$ cat src/rtl/handshaking_slave.sv
// handshaking_slave: receiving end of a valid/ready byte handshake.
// Accepted words are buffered in a DEPTH-entry circular FIFO and presented to a
// local consumer on a second valid/ready pair. The sender only sees back-pressure
// (data_ready low) when the FIFO is full.
//
// Full/empty are derived from a registered occupancy count, never from pointer
// compares, so the pointers are free to wrap naturally. DEPTH must be a power of
// two and at least 2.
//
// Optional build macro HS_SLAVE_CNT_EN adds rx_count, a 16-bit wrapping count of
// accepted pushes (cleared by reset, unaffected by pops).

module handshaking_slave #(
    parameter int unsigned DATA_WIDTH = 8,
    parameter int unsigned DEPTH      = 4,
    localparam int unsigned PTR_W     = $clog2(DEPTH)
) (
    input  logic                  clk,
    input  logic                  rst,
    input  logic [DATA_WIDTH-1:0] data_in,
    input  logic                  data_valid,
    output logic                  data_ready,
    output logic [DATA_WIDTH-1:0] rx_data,
    output logic                  rx_valid,
    input  logic                  rx_ready,
`ifdef HS_SLAVE_CNT_EN
    output logic [15:0]           rx_count,
`endif
    output logic [PTR_W:0]        fill_level
);

    localparam logic [PTR_W:0]   CntFull = (PTR_W + 1)'(DEPTH);
    localparam logic [PTR_W:0]   CntOne  = (PTR_W + 1)'(1);
    localparam logic [PTR_W:0]   CntZero = '0;
    localparam logic [PTR_W-1:0] PtrOne  = PTR_W'(1);

    typedef enum logic [1:0] {
        StEmpty   = 2'd0,
        StPartial = 2'd1,
        StFull    = 2'd2
    } state_e;

    state_e                state_q, state_d;
    logic [PTR_W:0]        count_q, count_d;
    logic [PTR_W-1:0]      wr_ptr_q, wr_ptr_d;
    logic [PTR_W-1:0]      rd_ptr_q, rd_ptr_d;
    logic [DATA_WIDTH-1:0] mem_q [DEPTH];

    logic push;
    logic pop;

    // Handshake outputs decode registered state only; rst gating keeps data_ready
    // low for the whole time reset is asserted.
    always_comb begin
        data_ready = rst && (state_q != StFull);
        rx_valid   = (state_q != StEmpty);
        // Memory is never cleared, so mask the head word while nothing is stored.
        rx_data    = rx_valid ? mem_q[rd_ptr_q] : '0;
        fill_level = count_q;
        push       = data_valid && data_ready;
        pop        = rx_valid && rx_ready;
    end

    // Next-state logic: count-based FSM plus pointer advance.
    always_comb begin
        state_d  = state_q;
        count_d  = count_q;
        wr_ptr_d = wr_ptr_q;
        rd_ptr_d = rd_ptr_q;

        if (push) begin
            wr_ptr_d = wr_ptr_q + PtrOne;
        end
        if (pop) begin
            rd_ptr_d = rd_ptr_q + PtrOne;
        end

        unique case (state_q)
            StEmpty: begin
                // rx_valid is low here, so a pop cannot happen.
                if (push) begin
                    count_d = count_q + CntOne;
                    state_d = (count_d == CntFull) ? StFull : StPartial;
                end
            end
            StPartial: begin
                if (push && !pop) begin
                    count_d = count_q + CntOne;
                    if (count_d == CntFull) begin
                        state_d = StFull;
                    end
                end else if (pop && !push) begin
                    count_d = count_q - CntOne;
                    if (count_d == CntZero) begin
                        state_d = StEmpty;
                    end
                end
            end
            StFull: begin
                // data_ready is low here, so only a pop can happen.
                if (pop) begin
                    count_d = count_q - CntOne;
                    state_d = StPartial;
                end
            end
            default: begin
                state_d  = StEmpty;
                count_d  = CntZero;
                wr_ptr_d = '0;
                rd_ptr_d = '0;
            end
        endcase
    end

    // State, occupancy and pointer registers.
    always_ff @(posedge clk or negedge rst) begin
        if (!rst) begin
            state_q  <= StEmpty;
            count_q  <= CntZero;
            wr_ptr_q <= '0;
            rd_ptr_q <= '0;
        end else begin
            state_q  <= state_d;
            count_q  <= count_d;
            wr_ptr_q <= wr_ptr_d;
            rd_ptr_q <= rd_ptr_d;
        end
    end

    // FIFO storage write; contents intentionally survive reset.
    always_ff @(posedge clk) begin
        if (push) begin
            mem_q[wr_ptr_q] <= data_in;
        end
    end

`ifdef HS_SLAVE_CNT_EN
    logic [15:0] rx_cnt_q, rx_cnt_d;

    // Accepted-push counter, wraps at 16 bits.
    always_comb begin
        rx_cnt_d = rx_cnt_q;
        if (push) begin
            rx_cnt_d = rx_cnt_q + 16'd1;
        end
        rx_count = rx_cnt_q;
    end

    // Counter register.
    always_ff @(posedge clk or negedge rst) begin
        if (!rst) begin
            rx_cnt_q <= '0;
        end else begin
            rx_cnt_q <= rx_cnt_d;
        end
    end
`endif

endmodule

$ cat config.mk
export PLATFORM = sky130hd
export DESIGN_NAME = handshaking_slave
export DESIGN_NICKNAME = d
export VERILOG_FILES = /design/src/rtl/handshaking_slave.sv
export SDC_FILE = /design/constraint.sdc
export NUM_CORES = 1
export LEC_CHECK = 0
export ABC_CLOCK_PERIOD_IN_PS = 5400
export BUFFER_PORTS_ARGS = -buffer_cell sky130_fd_sc_hd__clkbuf_2
export CORE_MARGIN = 2
export CORE_UTILIZATION = 43
export DETAILED_ROUTE_END_ITERATION = 16
export GPL_TIMING_DRIVEN = 1
export SYNTH_ARGS = -nofsm -noshare
export SYNTH_HDL_FRONTEND = slang
export SYNTH_SLANG_ARGS = --single-unit
export TNS_END_PERCENT = 50
$ cat constraint.sdc
create_clock -name clk -period 5.4 [get_ports clk]
set_input_delay 1.35 -clock clk [delete_from_list [all_inputs] [get_ports clk]]
set_output_delay 1.35 -clock clk [all_outputs]
set_load 0.02 [all_outputs]
==> impl_metrics.json <==
{
  "status": "completed",
  "cp.required_ns": 4.05,
  "fin_nets": 169,
  "fin_area_sq_mm": 0.00218,
  "root_buffer": "clkbuf_8",
  "clk_path_buf_depth": 2,
  "hpwlAfterDp_mm": 2.28,
  "clk_pin_slew_ns": 0.07,
  "wirelength_mm": 3.26,
  "cap_viol_max_count": 0,
  "grt_max_degree": 14,
  "h-tree-depth": 2,
  "die_h_um": 70.7,
  "gp_congestion": 0.769,
  "clk_latency_ns": 0.29,
  "antenna_found_initial": 0,
  "tns_ns": 0,
  "power.total_w": 0.00116,
  "place_area_sq_mm": 0.00207,
  "synthFlopType": "edfxtp_1",
  "async_reset_ff_share_pct": 22.0,
  "drtIter0Drc": 78,
  "portBuffers": 24,
  "peakVddDrop_uv": 224,
  "p_per_area_mw_per_mm2": 533,
  "layout_min_cycle_time_ns": 3.30,
  "finalHoldViolations": 0,
  "worstMarginPinSlew_ns": 0.586,
  "cts_tree": "yes",
  "drc_errors": 0,
  "yosysUniqueCellTypes": 34,
  "cp_max_fo": 12,
  "power.leakage_nw": 0.855,
  "whs_path_depth": 2,
  "finClkSkew_ns": 0.00559,
  "synth.yosys.seq_area_share_pct": 62.0,
  "synth_top_area_share_pct": 50.2,
  "slew-limit-headroom_pct": 60.9,
  "fp.coreArea_sq_mm": 0.00432,
  "postCtsSetupBuffers": 0,
  "reg2reg_depth": 7,
  "avgRoutedWirePerCell_um": 16.3,
  "die-area_sq_mm": 0.00500,
  "rsz0062_at_grt": "false",
  "ys_top_cells_by_area": "edfxtp_1 (50%), dfrtp_1 (12%), mux4_2 (9.4%)",
  "gr-total-overflow": 0,
  "pin_count": 25,
  "setup_viol": 0,
  "clock.fmax_mhz": 303,
  "synth_warnings": 0,
  "start_kind": "primary input",
  "cts_buffers": 5,
  "globalRouteTotalUtil_pct": 14.5,
  "r2r_start": "state_q[1]",
  "end_kind": "output pin",
  "area_delta_synth_final_pct": 13.9,
  "rrSetupSlack_ns": 2.90,
  "cts-resized-gates": 0,
  "num_antenna_cells": 0,
  "maxSlewViolCount": 0,
  "die_width_um": 70.7,
  "synth_nets": 144,
  "setup.worst_path.class": "primary input to output pin",
  "grt_pass1_wl_mm": 5.30,
  "min_to": "fill_level[2]",
  "cts_sinks": 41,
  "synth_top_area_cell": "edfxtp_1",
  "syn_inst": 122,
  "drive_gt1_share_pct": 30.4,
  "min_from": "fill_level[2]",
  "antenna_left": 0,
  "holdBufCountCts": 0,
  "arrival_ns": 1.95,
  "route.vias.total": 1040,
  "worstReg2RegEnd": "state_q[0]",
  "hold_class": "register to register",
  "grt_pass1_vias": 1075,
  "via_per_inst": 5.20,
  "post-route-period-util_pct": 61.0,
  "initial_core_util_pct": 44.2,
  "rows": 24,
  "synth_edf_count": 32,
  "synth-seq-cells": 41,
  "first_pass_iters": 4,
  "netlist_area_sq_mm": 0.00191,
  "syn_avg_cell_area_sq_um": 15.7
}
power by group:
part	total (W)	internal [W]	switching (W)
registers	0.000479	0.000399	0.0000801
logic	0.000441	0.000218	0.000223
clock network	0.000243	0.000139	0.000104
total	0.00116	0.000755	0.000407
metrics by stage:
stage | hold slack (ns) | utilization (%) | setup WS, ns | std cells
2_1_floorplan | 0.566 | - | 2.49 | 122
6_report | 0.578 | 50.4 | 2.10 | 200
3_3_place_gp | 0.533 | 47.8 | 2.12 | 192
5_1_grt | 0.607 | 50.4 | 2.00 | 200
4_1_cts | 0.580 | 50.4 | 2.08 | 200
3_5_place_dp | 0.562 | 47.8 | 2.08 | 192
per-layer routing:
metal | global-route usage [%] | wire, um | vias to the layer above
li1 | - | - | 503
met1 | 17.8 | 1410 | 512
met2 | 23.9 | 1670 | 19
met3 | 4.56 | 127 | 6
met4 | 5.66 | 49 | 0
met5 | 0 | 0 | -
layout by cell type (no fill, tap or decap), drive strengths merged:
master,netlist,final
o32a,1,1
mux4,8,8
ha,10,10
nand2,5,5
o22ai,1,1
edfxtp,32,32
o32ai,1,1
and2b,1,1
nor2b,2,2
inv,6,6
clkbuf,1,30
mux2i,1,1
or2,1,1
nor3b,2,2
and3b,1,1
a211oi,1,1
dfrtp,9,9
and2,13,13
o21ai,4,4
mux2,1,1
o22a,1,1
a21o,2,2
a21oi,6,6
nand2b,2,2
and3,2,2
bufinv,0,1
xnor2,3,3
clkinv,0,1
critical path, stage by stage:
cell	delay, ns
clkbuf_2	0.24
and2_1	0.18
clkbuf_2	0.17
sequential cells by signal (all words and copies together), names as in the netlist:
signal	flops
rd_ptr_q	2
mem_q	32
state_q	2
wr_ptr_q	2
fill_level	3
layout make-up:
type                            count  area [sq um]
Fill cell                         397          2140
Sequential cell                    41          1190
Multi-Input combinational cell     69           674
Timing Repair Buffer               24           120
Clock buffer                        6          72.6
Tap cell                           52          65.1
Clock inverter                      2          38.8
Inverter                            6          22.5
worst max path at each step:
stage / from / to / slack, ns / depth (start not counted)
after floorplan: rst / data_ready / 2.49 / 1
final: rst / data_ready / 2.10 / 3
after CTS: rst / data_ready / 2.08 / 3
after global routing: rd_ptr_q[0] / rx_data[5] / 2.00 / 3
after global placement: rst / data_ready / 2.12 / 3
after detailed placement: rst / data_ready / 2.08 / 3
kinds of logic (layout without fill, tap and decap cells):
family / count (synthesis) / after routing / synth area share [%]
compound gates: 17 / 17 / 6.93
xor+xnor: 3 / 3 / 1.37
fa+ha+maj: 10 / 10 / 6.54
buf+inv: 12 / 38 / 2.75
flops: 41 / 41 / 62.0
mux: 10 / 10 / 10.7
simple gates: 29 / 29 / 9.68
cell usage after synthesis (2+ instances only):
master	n
o21ai_1	3
nand2_1	5
a21oi_1	6
ha_1	10
xnor2_1	3
dfrtp_1	9
and3_1	2
edfxtp_1	32
buf_2	3
and2_1	13
mux4_2	8
inv_1	6
(Power assumes the default switching activity.)
